## config.mk

```make
export PLATFORM = sky130hd
export DESIGN_NAME = mt_rn_arbiter
export DESIGN_NICKNAME = d
export VERILOG_FILES = /design/src/rtl/mt_pkg.sv /design/src/rtl/mt_rn_fifo.sv /design/src/rtl/mt_rn_arbiter.sv
export SDC_FILE = /design/constraint.sdc
export NUM_CORES = 1
export LEC_CHECK = 0
export CORE_MARGIN = 3
export CORE_UTILIZATION = 56
export CTS_CLUSTER_SIZE = 20
export DETAILED_ROUTE_END_ITERATION = 12
export HOLD_SLACK_MARGIN = 0.03
export PLACE_DENSITY_LB_ADDON = 0.2
export SLEW_MARGIN = 20
export SYNTH_ARGS = -nofsm -noshare
export SYNTH_HDL_FRONTEND = slang
export SYNTH_SLANG_ARGS = --single-unit
export TNS_END_PERCENT = 100
```

## constraint.sdc

```tcl
create_clock -name clk -period 6.08 [get_ports clk]
set_clock_uncertainty 0.1 [all_clocks]
set_input_delay 1.216 -clock clk [delete_from_list [all_inputs] [get_ports clk]]
set_output_delay 1.216 -clock clk [all_outputs]
set_load 0.03 [all_outputs]
```

## src/rtl/mt_pkg.sv

```systemverilog
// Shared types and constants for the Mersenne Twister round-robin arbiter.
package mt_pkg;

  localparam int unsigned MT_WORD_W = 32;
  localparam logic [MT_WORD_W-1:0] SEED_DEFAULT = 32'hFEEDBEEF;

  typedef enum logic [1:0] {
    SEED = 2'd0,
    WAIT = 2'd1,
    RUN  = 2'd2
  } mt_arb_state_t;

endpackage

```

## src/rtl/mt_rn_fifo.sv

```systemverilog
// Synchronous FIFO with flush; the head word reads as zero when the FIFO is empty.
// DEPTH must be a power of two so the pointers wrap naturally.
module mt_rn_fifo #(
  parameter int unsigned DEPTH = 8,
  parameter int unsigned W     = 32
) (
  input  logic         clk,
  input  logic         rst,
  input  logic         i_push,
  input  logic [W-1:0] i_data,
  input  logic         i_pop,
  input  logic         i_flush,
  output logic         o_full,
  output logic         o_empty,
  output logic [W-1:0] o_head
);

  localparam int unsigned AW = (DEPTH > 1) ? $clog2(DEPTH) : 1;
  localparam int unsigned CW = AW + 1;

  logic [W-1:0]  r_mem [DEPTH];
  logic [AW-1:0] r_wr_ptr;
  logic [AW-1:0] r_rd_ptr;
  logic [CW-1:0] r_count;
  logic          w_do_push;
  logic          w_do_pop;

  assign o_full    = (r_count == CW'(DEPTH));
  assign o_empty   = (r_count == '0);
  assign o_head    = o_empty ? '0 : r_mem[r_rd_ptr];
  assign w_do_pop  = i_pop && !o_empty;
  assign w_do_push = i_push && (!o_full || w_do_pop);

  // Storage array: written on accepted pushes, never reset.
  always_ff @(posedge clk) begin
    if (w_do_push && rst && !i_flush) begin
      r_mem[r_wr_ptr] <= i_data;
    end
  end

  // Pointer and occupancy tracking; flush behaves like reset.
  always_ff @(posedge clk) begin
    if (!rst || i_flush) begin
      r_wr_ptr <= '0;
      r_rd_ptr <= '0;
      r_count  <= '0;
    end else begin
      if (w_do_push) r_wr_ptr <= r_wr_ptr + AW'(1);
      if (w_do_pop)  r_rd_ptr <= r_rd_ptr + AW'(1);
      r_count <= r_count + CW'(w_do_push) - CW'(w_do_pop);
    end
  end

endmodule

```

## src/rtl/mt_rn_arbiter.sv

```systemverilog
// Seeding controller and round-robin distributor for one mt_fsm generator.
// Optional drop counter output enabled by defining MT_ARB_DROP_CNT_EN.
module mt_rn_arbiter #(
  parameter int unsigned NUM_REQ      = 4,
  parameter int unsigned FIFO_DEPTH   = 8,
  parameter int unsigned SEED_HOLD    = 4,
  parameter logic [31:0] SEED_DEFAULT = mt_pkg::SEED_DEFAULT
) (
  input  logic                         clk,
  input  logic                         rst,
  output logic                         gen_seed_en,
  output logic [mt_pkg::MT_WORD_W-1:0] gen_seed_value,
  input  logic [mt_pkg::MT_WORD_W-1:0] gen_rn,
  input  logic                         gen_valid,
  input  logic                         reseed_req,
  input  logic [mt_pkg::MT_WORD_W-1:0] reseed_value,
  input  logic [NUM_REQ-1:0]           cons_req,
  output logic [mt_pkg::MT_WORD_W-1:0] rn_data,
  output logic [NUM_REQ-1:0]           rn_grant,
  output logic                         busy,
  output logic                         overflow
`ifdef MT_ARB_DROP_CNT_EN
  ,output logic [mt_pkg::MT_WORD_W-1:0] drop_count
`endif
);

  import mt_pkg::*;

  localparam int unsigned PTR_W = (NUM_REQ > 1)   ? $clog2(NUM_REQ)   : 1;
  localparam int unsigned CNT_W = (SEED_HOLD > 1) ? $clog2(SEED_HOLD) : 1;

  mt_arb_state_t          r_state;
  mt_arb_state_t          w_next_state;
  logic [CNT_W-1:0]       r_cnt;
  logic [CNT_W-1:0]       w_next_cnt;
  logic                   r_seed_en;
  logic                   r_busy;
  logic                   r_ovf;
  logic [MT_WORD_W-1:0]   r_seed_val;
  logic [PTR_W-1:0]       r_ptr;
  logic [PTR_W-1:0]       w_cand;
  logic [PTR_W-1:0]       w_gnt_idx;
  logic                   w_found;
  logic [NUM_REQ-1:0]     w_grant;
  logic                   w_push;
  logic                   w_drop;
  logic                   w_full;
  logic                   w_empty;
  logic [MT_WORD_W-1:0]   w_head;
`ifdef MT_ARB_DROP_CNT_EN
  logic [MT_WORD_W-1:0]   r_drop_cnt;
`endif

  mt_rn_fifo #(
    .DEPTH (FIFO_DEPTH),
    .W     (MT_WORD_W)
  ) u_fifo (
    .clk     (clk),
    .rst     (rst),
    .i_push  (w_push),
    .i_data  (gen_rn),
    .i_pop   (w_found),
    .i_flush (reseed_req),
    .o_full  (w_full),
    .o_empty (w_empty),
    .o_head  (w_head)
  );

  // Round-robin search: first requester at or after the pointer, wrapping.
  always_comb begin
    w_grant   = '0;
    w_gnt_idx = '0;
    w_cand    = '0;
    w_found   = 1'b0;
    if (rst && !reseed_req && (r_state == RUN) && !w_empty) begin
      for (int unsigned k = 0; k < NUM_REQ; k++) begin
        w_cand = PTR_W'((32'(r_ptr) + k) % NUM_REQ);
        if (!w_found && cons_req[w_cand]) begin
          w_found   = 1'b1;
          w_gnt_idx = w_cand;
        end
      end
    end
    if (w_found) w_grant = NUM_REQ'(1) << w_gnt_idx;
  end

  // Words are accepted outside SEED; a full FIFO only accepts when popping.
  assign w_push = rst && !reseed_req && (r_state != SEED) && gen_valid && (!w_full || w_found);
  assign w_drop = rst && !reseed_req && (r_state != SEED) && gen_valid && w_full && !w_found;

  // Next-state logic: hold seed for SEED_HOLD cycles, wait for first word, then run.
  always_comb begin
    w_next_state = r_state;
    w_next_cnt   = r_cnt;
    case (r_state)
      SEED: begin
        if (r_cnt == CNT_W'(SEED_HOLD - 1)) begin
          w_next_state = WAIT;
          w_next_cnt   = '0;
        end else begin
          w_next_cnt = r_cnt + CNT_W'(1);
        end
      end
      WAIT:    if (gen_valid) w_next_state = RUN;
      RUN:     w_next_state = RUN;
      default: w_next_state = SEED;
    endcase
    if (reseed_req) begin
      w_next_state = SEED;
      w_next_cnt   = '0;
    end
  end

  // State register with registered seed-enable and busy decodes.
  always_ff @(posedge clk) begin
    if (!rst) begin
      r_state   <= SEED;
      r_cnt     <= '0;
      r_seed_en <= 1'b1;
      r_busy    <= 1'b1;
    end else begin
      r_state   <= w_next_state;
      r_cnt     <= w_next_cnt;
      r_seed_en <= (w_next_state == SEED);
      r_busy    <= (w_next_state != RUN);
    end
  end

  // Seed value, round-robin pointer and sticky overflow.
  always_ff @(posedge clk) begin
    if (!rst) begin
      r_seed_val <= SEED_DEFAULT;
      r_ptr      <= '0;
      r_ovf      <= 1'b0;
    end else if (reseed_req) begin
      r_seed_val <= reseed_value;
      r_ovf      <= 1'b0;
    end else begin
      if (w_found) r_ptr <= PTR_W'((32'(w_gnt_idx) + 32'd1) % NUM_REQ);
      if (w_drop)  r_ovf <= 1'b1;
    end
  end

`ifdef MT_ARB_DROP_CNT_EN
  // Saturating count of words dropped on a full FIFO.
  always_ff @(posedge clk) begin
    if (!rst || reseed_req) begin
      r_drop_cnt <= '0;
    end else if (w_drop && (r_drop_cnt != '1)) begin
      r_drop_cnt <= r_drop_cnt + MT_WORD_W'(1);
    end
  end
  assign drop_count = r_drop_cnt;
`endif

  assign gen_seed_en    = r_seed_en;
  assign gen_seed_value = r_seed_val;
  assign busy           = r_busy;
  assign overflow       = r_ovf;
  assign rn_data        = w_head;
  assign rn_grant       = w_grant;

endmodule
```

; ---- Yosys cells after proc, flatten, opt, wreduce, memory -nomap -nowiden
; Memories as Yosys holds them, arrays and structs flattened. A register that Yosys moved wholly into a read port is not among the register bits.
; Cells that the tools add are included.
[op_classes]
multipliers = 0
div = 0
n_reduce_logical = 32
n_eq_ne = 5
magnitude_cmp = 4
bitwise_logic = 2
add_sub_neg = 9
n_mux = 32
shift = 1
[ops]
columns = op, count
row1 = 32-bit 2-to-1 mux, 1
row2 = 2-bit 2-to-1 mux, 9
row3 = 1-bit logical AND, 15
row4 = 1-bit 2-to-1 mux, 14
row5 = "2-bit by 3-bit less-than comparator with 1-bit output, second input constant", 4
row6 = 1-bit binary-select mux with 2-bit select, 4
row7 = 1-bit zero test, 8
row8 = "2-bit by 1-bit adder with 2-bit output, second input constant", 3
row9 = "3-bit by 1-bit adder with 3-bit output, second input constant", 2
row10 = 3-bit 2-to-1 mux, 2
row11 = 2-bit case mux with 3 select lines, 1
row12 = "2-bit adder, second input constant", 2
row13 = 4-bit by 1-bit adder with 4-bit output, 1
row14 = "2-bit equality test, second input constant", 2
row15 = "4-bit equality test, second input constant", 1
row16 = 2-bit zero test, 2
row17 = 4-bit zero test, 1
row18 = 4-bit 2-to-1 mux, 1
row19 = "1-bit by 2-bit << shifter with 4-bit output, first input constant", 1
row20 = 4-bit by 1-bit subtractor with 4-bit output, 1
row21 = 1-bit logical OR, 3
row22 = "2-bit by 1-bit equality test with 1-bit output, second input constant", 1
row23 = "2-bit != test, second input constant", 1
row24 = 1-bit inverter, 2
row25 = other kinds (3), 3
[totals]
reg_bits = 51
inputBits = 72
ram_bits = 256
elab_cells = 96
romBits = 0
mem_count = 1
latch_bits = 0
out_inout_bits = 71
[memory_table]
columns = name, depth, word_bits, rd, rd_ports_with_merged_regs, write_ports, line_no
row1 = u_fifo.r_mem, 8, 32, 1, 1, 1, mt_rn_fifo.sv:21  ; logic [W-1:0] r_mem [DEPTH];

; ---- Depth between registers and ports, before layout
; Gate-level depths: netlist (run 1).
[depth]
ltp_word = 24
depth_mapped = 12
ltp_nobuf = 11

; ---- Hierarchy
; A second synthesis (run 1) with hierarchy kept.
[unflattened]
hier_cells = 638
area_unflattened_um2 = 12062.8
[modules_own_cells]
columns = mod, cells_each, seq_area_each_um2, instances, area_per_inst_um2
row1 = mt_rn_fifo, 461, 7947.6, 1, 10326.2
row2 = mt_rn_arbiter, 177, 820.8, 1, 1736.7

; ---- Worst setup path before layout (run 1)
; OpenSTA, ideal clock, no wires.
[synth_timing]
path_kind = input port to flip-flop
from = input port reseed_req
to = memory u_fifo.r_mem[2][0], enable pin
setup_ns = 0.461
arrival_time_ns = 4.345
cell_stages = 6
path_buffers = 2
required_ns = 5.519
setup_slack_ns = 1.174
cell_sequence = buf_6 -> and2b_1 -> and3_1 -> clkbuf_1 -> nand2_2 -> nor3_1
[synth_between]
elab_chain_len = 12
word_cells_on_any_way = 16
classes_between = mux (3) / reduce/logical (13)
[synth_rtl]
columns = element, line_no
row1 = start: declaration, mt_rn_arbiter.sv:15  ; input logic reseed_req,
row2 = 1-bit zero test *, "mt_rn_fifo.sv:36, mt_rn_arbiter.sv:75, mt_rn_arbiter.sv:88"
row3 = 1-bit logical AND, "mt_rn_arbiter.sv:75, mt_rn_arbiter.sv:88"
row4 = 1-bit logical AND (2 in series), mt_rn_arbiter.sv:75  ; if (rst && !reseed_req && (r_state == RUN) && !w_empty) begin
row5 = 1-bit 2-to-1 mux, mt_rn_arbiter.sv:75
row6 = 1-bit logical OR or 1-bit logical AND (tied branches), "mt_rn_arbiter.sv:88, mt_rn_fifo.sv:31"
row7 = 1-bit logical AND or 1-bit logical OR (tied branches), "mt_rn_arbiter.sv:88, mt_rn_fifo.sv:32"
row8 = 1-bit logical AND, mt_rn_fifo.sv:32  ; assign w_do_push = i_push && (!o_full || w_do_pop);
row9 = 1-bit logical AND, mt_rn_fifo.sv:36  ; if (w_do_push && rst && !i_flush) begin
row10 = 1-bit logical AND *, mt_rn_fifo.sv:36
row11 = 1-bit 2-to-1 mux *, mt_rn_fifo.sv:36
row12 = 1-bit 2-to-1 mux (not written as such) *, mt_rn_fifo.sv:37  ; r_mem[r_wr_ptr] <= i_data;
row13 = end: declaration, mt_rn_fifo.sv:21
; Every way passes the cells marked *; elsewhere a longest branch is shown, timed or not.

; ---- Worst setup path in the final report (run 1)
[layout_timing]
from = input port rst
to = output port rn_grant[3]
[layout_between]
elab_chain_len = 6
word_cells_on_any_way = 7
classes_between = shift (1) / mux (3) / reduce/logical (3)
[layout_rtl]
columns = element, line_no
row1 = start: declaration, mt_rn_arbiter.sv:10  ; input logic rst,
row2 = 1-bit logical AND * (3 in series), mt_rn_arbiter.sv:75
row3 = 2-bit 2-to-1 mux, mt_rn_arbiter.sv:75
row4 = 1-bit by 2-bit << shifter with 4-bit output, mt_rn_arbiter.sv:84  ; if (w_found) w_grant = NUM_REQ'(1) << w_gnt_idx;
row5 = 4-bit 2-to-1 mux *, mt_rn_arbiter.sv:84
row6 = end: declaration, mt_rn_arbiter.sv:19  ; output logic [NUM_REQ-1:0] rn_grant,
; Marked as above.

==> results.md, run 1 <==
- Slew @ Worst Pin: 930 ps
- Number of DRC markers in iteration 0: 462
- Ranking of synthesized cells by area: edfxtp_1, mux4_2, dfxtp_1
- CTS Root Cell: clkbuf_16
- Status: finished clean
- Unrepaired setup endpoints after global routing: false
- Post-Route WL: 24,600 um
- Max Fanout on Critical Path: 14
- Clock network fraction of total power: 43.5%
- Met3 GRT Util: 5.18%
- Setup Viol. Count Final: 0
- Met2 usage: 36.0%
- Final slew viol count: 0
- Site row count: 53
- Crit share post-route: 86.5%
- Pwr dens: 293 nW/um^2
- Sequential-to-total area share from yosys stat: 72.6%
- Hold_buf cts: 0
- Post-layout util: 71.0%
- Mapped Cells: 647
- Routed wire length per instance: 22.2 um
- CP endpoint kind: primary output
- WP buf/inv: 3
- Gr ovfl total: 0
- M1 GR Usage: 27.0%
- Final setup TNS: 0 ps
- Fmax: 0.190 GHz
- Syn_nets: 733
- Setup bufs post-CTS: 0
- Starting density of the core: 57.3%
- GR peak layer: met2
- Yosys cell types: 46
- Clock Path Buffers: 3
- Number of I/O port buffers: 142
- Share of the synthesized area in the top cell type: 63.6%
- CTS resizes: 0
- Synth Cell Area: 12,100 um^2
- Vias in the first global route: 6,776
- Final instance area: 15,000 um^2
- Switch share: 19.2%
- Worst-skew pair later-pin latency: 540 ps
- CP peak stage delay: 660 ps
- Hold Path Class: flip-flop to flip-flop
- Synth Warn #: 0
- CP arrival: 3940 ps
- Avg Synthesized Cell Area: 18.7 um^2
- Setup crit start kind: input port
- Crit-path cells: clkdlybuf4s50_1 -> nand2b_4 -> nor4_4 -> o211ai_1 -> inv_1 -> ha_1 -> and2_1 -> clkdlybuf4s50_1
- Total number of vias: 6,286
- Die area: 23,400 um^2
- CP Data Required Time: 4760 ps
- Most common cell after layout, fill and taps aside: edfxtp_1
- # DRC: 0
- Relative slew slack: 38.0%
- P_leak: 4.95 nW
- First-pass GRT wire length: 38,400 um
- CTS HTree Levels: 1
- Initial antenna violation count: 2
- Combinational power share: 3.6%
- Number of flops mapped to enable cells by yosys: 256
- Hold Vio Cnt, Final: 0
- Fillers: 1,293
- Chip Height: 153 um
- Antenna-violating nets left: 0
- CTS tree: done
- CP Class: input port to primary output
- Cts bufs inserted: 30
- Max-cap violations: 0
- Final hold slack: 367 ps
- Minimum clock period: 5260 ps
- CP delay by family, top: buffers and inverters
- Share of cells above drive strength 1: 17.3%
- Final net count: 892
- Dominant cell type by area after synthesis: edfxtp_1
- Share of power burned in registers: 52.9%
- All-Layer GR Usage: 21.0%
- Clock transition at path regs: 60 ps
- Switch Pwr: 0.840 mW
- Clock sink total: 310
- Most used DFF post-synth: edfxtp_1
- Critical path's slowest cell: clkdlybuf4s50_1
- Peak VDD IR: 249 uV
- Post-DP HPWL: 14,100 um
- IO Pins: 143
- Layout area overhead: 23.9%
- Die Width: 153 um
- Vias/cell: 5.68
- Largest net degree at the start of global routing: 65
- Most frequent cells in the layout: edfxtp_1, clkdlybuf4s50_1, mux2i_1
- Placer Congestion: 0.778
- FF+latch count, synth: 310
- Placed inst area: 13,900 um^2
- Core Area: 21,100 um^2
- Async SR Flop Fraction: 0%
- CP dominant cell by count: clkdlybuf4s50_1
- Pre-antenna DRT Iters: 4
- Power Internal: 3.54 mW
==> routing by layer <==
metal / vias up / routed length, um
met5: - / 13
met3: 35 / 1960
met4: 2 / 533
li1: 2848 / -
met2: 238 / 12500
met1: 3163 / 9550
==> power groups by stage <==
stage          combinational [mW]  sequential [mW]  clock (mW)
2_1_floorplan              0.0336             2.39           0
3_3_place_gp                0.150             2.36           0
3_5_place_dp                0.157             2.36           0
4_1_cts                     0.158             2.32        1.94
5_1_grt                     0.169             2.32        2.02
6_report                    0.157             2.32        1.91
==> synth_stat cells (all sizes together) (2+ instances only) <==
master / n
dfxtp: 54
xnor2: 2
o21a: 2
and3: 2
nand2b: 5
nor3b: 3
buf: 21
mux4: 64
nor3: 6
and2: 5
nor4: 3
nand2: 32
nor2: 48
mux2i: 69
o211ai: 2
clkbuf: 11
o21ai: 2
edfxtp: 256
o211a: 3
ha: 13
nand3b: 2
nor2b: 7
a21oi: 5
inv: 15
==> stage by stage <==
| step | power (mW) | setup WS, ps | instances |
|---|---|---|---|
| finish | 4.38 | 823 | 1106 |
| global route | 4.51 | 607 | 1106 |
| CTS | 4.42 | 820 | 1102 |
| detailed placement | 2.52 | 822 | 1046 |
| global placement | 2.51 | 886 | 1046 |
| floorplan | 2.42 | 1170 | 647 |
==> cell type report <==
class                      instances  area, um^2  area share, %
inverter                          15        56.3          0.376
clock inverter                    23         268           1.79
multi-input combinational        290        3160           21.1
antenna                            1        2.50         0.0167
clock buffer                      33         762           5.09
timing repair buffer             159        1600           10.7
sequential                       310        8770           58.6
tap                              275         344           2.30
==> worst paths after layout <==
check | slack (ps) | end | startpoint | cells after the start
worst max-delay path | 820 | rn_grant[3] | rst | 8
worst min-delay path | 370 | u_fifo.r_rd_ptr[2] | u_fifo.r_rd_ptr[2] | 1
worst max register to register | 2930 | u_fifo.r_mem[6][17] | u_fifo.r_count[2] | 8
worst min register to register | 370 | u_fifo.r_rd_ptr[2] | u_fifo.r_rd_ptr[2] | 1
==> flip-flops by register name, indices dropped and copies added, names as in the netlist, named ones only <==
register	count
u_fifo.r_mem	256
overflow	1
r_state	2
u_fifo.r_wr_ptr	3
u_fifo.r_rd_ptr	3
busy	1
r_ptr	2
gen_seed_value	32
u_fifo.r_count	4
r_cnt	2
gen_seed_en	1
==> cell families (layout without fill, tap and decap cells) <==
family                     count (synthesis)  after routing  share of synthesized area (%)
AOI/OAI and AO/OA                         22             22                           1.51
xor gates and xnor gates                   3              3                          0.218
adders and majority gates                 14             14                           1.51
buffers and inverters                     47            230                           1.70
DFF                                      310            310                           72.6
muxes                                    133            133                           17.7
other                                      0              1                              0
and+or+nand+nor                          118            118                           4.82
==> worst reg2reg max path: cells and delay by family (launching register included) <==
family	cells	cell delay (ps)
AOI/OAI and AO/OA	1	520
buffers and inverters	3	610
DFF	1	310
adders and majority gates	1	190
and+or+nand+nor	3	1120
No activity file was read; power rests on OpenSTA's default activity.
==> run 2: changes to the inputs <==
--- a/config.mk
+++ b/config.mk
@@ -7,6 +7,7 @@
 export LEC_CHECK = 0
 export CORE_MARGIN = 3
 export CORE_UTILIZATION = 56
+export CTS_CLUSTER_DIAMETER = 50
 export CTS_CLUSTER_SIZE = 20
 export DETAILED_ROUTE_END_ITERATION = 12
 export HOLD_SLACK_MARGIN = 0.03
==> run 2 against run 1 <==
Effect of this change:
- flip-flop and latch count stayed put
- hold slack worse by 4.0 ps
- global-route usage fell by 0.69 points
- cell count fell by 0.72%
- sequential power hardly changed
- die area stayed put
==> results.md, run 2 (same netlist as run 1, synthesis figures left out) <==
- Die Width: 153 um (unchanged)
- Pwr dens: 282 nW/um^2 (was 293 nW/um^2)
- Site row count: 53 (unchanged)
- Peak VDD IR: 197 uV (was 249 uV)
- Hold Path Class: flip-flop to flip-flop (unchanged)
- Crit-path cells: clkdlybuf4s50_1 -> nand2b_4 -> nor4_4 -> o211ai_1 -> inv_1 -> ha_1 -> and2_1 -> clkdlybuf4s50_1 (unchanged)
- Post-DP HPWL: 14,100 um (unchanged)
- Hold Path Stages: 1 (unchanged)
- Worst-skew pair later-pin latency: 540 ps (about the same)
- All-Layer GR Usage: 20.3% (was 21.0%)
- Most frequent cells in the layout: edfxtp_1, clkdlybuf4s50_1, mux2i_1 (unchanged)
- IO Pins: 143 (unchanged)
- Status: finished clean (unchanged)
- Die area: 23,400 um^2 (unchanged)
- # DRC: 0 (unchanged)
- P_leak: 4.89 nW (was 4.95 nW)
- Relative slew slack: 38.3% (was 38.0%)
- Setup Viol. Count Final: 0 (unchanged)
- Number of DRC markers in iteration 0: 463 (was 462)
- Initial antenna violation count: 1 (was 2)
- CP peak stage delay: 660 ps (about the same)
- CTS resizes: 0 (unchanged)
- Max-cap violations: 0 (unchanged)
- Placer Congestion: 0.778 (unchanged)
- CTS tree: done (unchanged)
- CP arrival: 3940 ps (about the same)
- Dpl cells: 1,046 (unchanged)
- Starting density of the core: 57.3% (unchanged)
- Gr ovfl total: 0 (unchanged)
- Clock sink total: 310 (unchanged)
- Setup crit start kind: input port (unchanged)
- Crit share post-route: 86.4% (was 86.5%)
- Final setup TNS: 0 ps (unchanged)
- Clock transition at path regs: 70 ps (was 60 ps)
- First-pass GRT wire length: 37,300 um (was 38,400 um)
- CP Data Required Time: 4760 ps (about the same)
- Routed wire length per instance: 21.6 um (was 22.2 um)
- CP delay by family, top: buffers and inverters (unchanged)
- Slew @ Worst Pin: 926 ps (was 930 ps)
- CTS Root Cell: clkbuf_16 (unchanged)
- Post-Route WL: 23,700 um (was 24,600 um)
- Clock Path Buffers: 3 (unchanged)
- N_diodes: 0 (was 1)
- Chip Height: 153 um (unchanged)
- Worst path depth: 8 (unchanged)
- CTS HTree Levels: 1 (unchanged)
- Minimum clock period: 5250 ps (was 5260 ps)
- CP Class: input port to primary output (unchanged)
- Layout area overhead: 22.8% (was 23.9%)
- CP endpoint kind: primary output (unchanged)
- Critical path's slowest cell: clkdlybuf4s50_1 (unchanged)
- Most common cell after layout, fill and taps aside: edfxtp_1 (unchanged)
- CP dominant cell by count: clkdlybuf4s50_1 (unchanged)
- Hold_buf cts: 0 (unchanged)
- Max Fanout on Critical Path: 14 (unchanged)
- Antenna-violating nets left: 0 (unchanged)
- Vias in the first global route: 6,684 (was 6,776)
- Vias/cell: 5.72 (was 5.68)
- Pre-antenna DRT Iters: 4 (unchanged)
- Total number of vias: 6,280 (was 6,286)
- Unrepaired setup endpoints after global routing: false (unchanged)
- R2R depth: 8 (unchanged)
- Reg with most FFs: u_fifo.r_mem (unchanged)
- WP buf/inv: 3 (unchanged)
- Hold Vio Cnt, Final: 0 (unchanged)
- Fin cells: 1,098 (was 1,106)
- Share of cells above drive strength 1: 17.9% (was 17.3%)
- Max reg flops: 256 (unchanged)
- Largest net degree at the start of global routing: 65 (unchanged)
- Number of I/O port buffers: 142 (unchanged)
- Final net count: 889 (was 892)
- Final slew viol count: 0 (unchanged)
- Setup bufs post-CTS: 0 (unchanged)
- Core Area: 21,100 um^2 (unchanged)
- Cts bufs inserted: 27 (was 30)
- Fmax: 0.190 GHz (about the same)
-- run 2: cell types whose count changed in the layout (fill, tap and decap cells not counted), sizes merged --
cell,change
clkinv,-10
inv,+9
bufinv,-6
clkbuf,-1
clkinvlp,+1
diode,-1
-- run 2: layout make-up --
type	instances	area, um^2
multi-input cells	290	3160
clock inverters	17	164
fillers	1299	6250
flip-flops and latches	310	8770
well taps	275	344
inverters	15	56.3
repair buffers	159	1580
clock buffers	32	747
-- run 2: metrics by stage --
step | util [%] | worst slack (ps) | hold slack, ps | total power [mW] | instance area (um^2)
global route | 70.3 | 604 | 398 | 4.31 | 14800
global placement | 65.7 | 886 | 348 | 2.51 | 13900
detailed placement | 65.7 | 822 | 342 | 2.52 | 13900
floorplan | - | 1170 | 333 | 2.42 | 12100
finish | 70.3 | 826 | 364 | 4.18 | 14800
CTS | 70.0 | 815 | 367 | 4.22 | 14800
-- run 2: metal layers --
layer,GRT usage [%],share of wire (%),vias up,routed length [um]
li1,-,-,2845,-
met1,26.2,40,3195,9490
met2,35.4,51,205,12100
met3,5.07,7.0,33,1650
met4,4.41,1.6,2,376
met5,0,0.055,-,13
-- run 2: final timing paths --
path | slack [ps] | from | end
worst max-delay path | 830 | rst | rn_grant[3]
worst min-delay path | 360 | u_fifo.r_rd_ptr[2] | flip-flop
worst max register to register | 2740 | u_fifo.r_count[2] | u_fifo.r_mem[7][21]
worst min register to register | 360 | u_fifo.r_rd_ptr[2] | flip-flop
-- run 2: power breakdown --
part | switching [mW] | internal, mW | leakage [nW]
Sequential | 0.00805 | 2.31 | 2.74
Clock | 0.796 | 0.914 | 0.444
Combinational | 0.0806 | 0.0770 | 1.70
==> run 3: changes to the inputs <==
--- a/config.mk
+++ b/config.mk
@@ -5,6 +5,7 @@
 export SDC_FILE = /design/constraint.sdc
 export NUM_CORES = 1
 export LEC_CHECK = 0
+export ABC_AREA = 0
 export CORE_MARGIN = 3
 export CORE_UTILIZATION = 56
 export CTS_CLUSTER_DIAMETER = 50
==> results of run 3 <==
The final DEF is identical to that of run 2; final timing and power are the same.
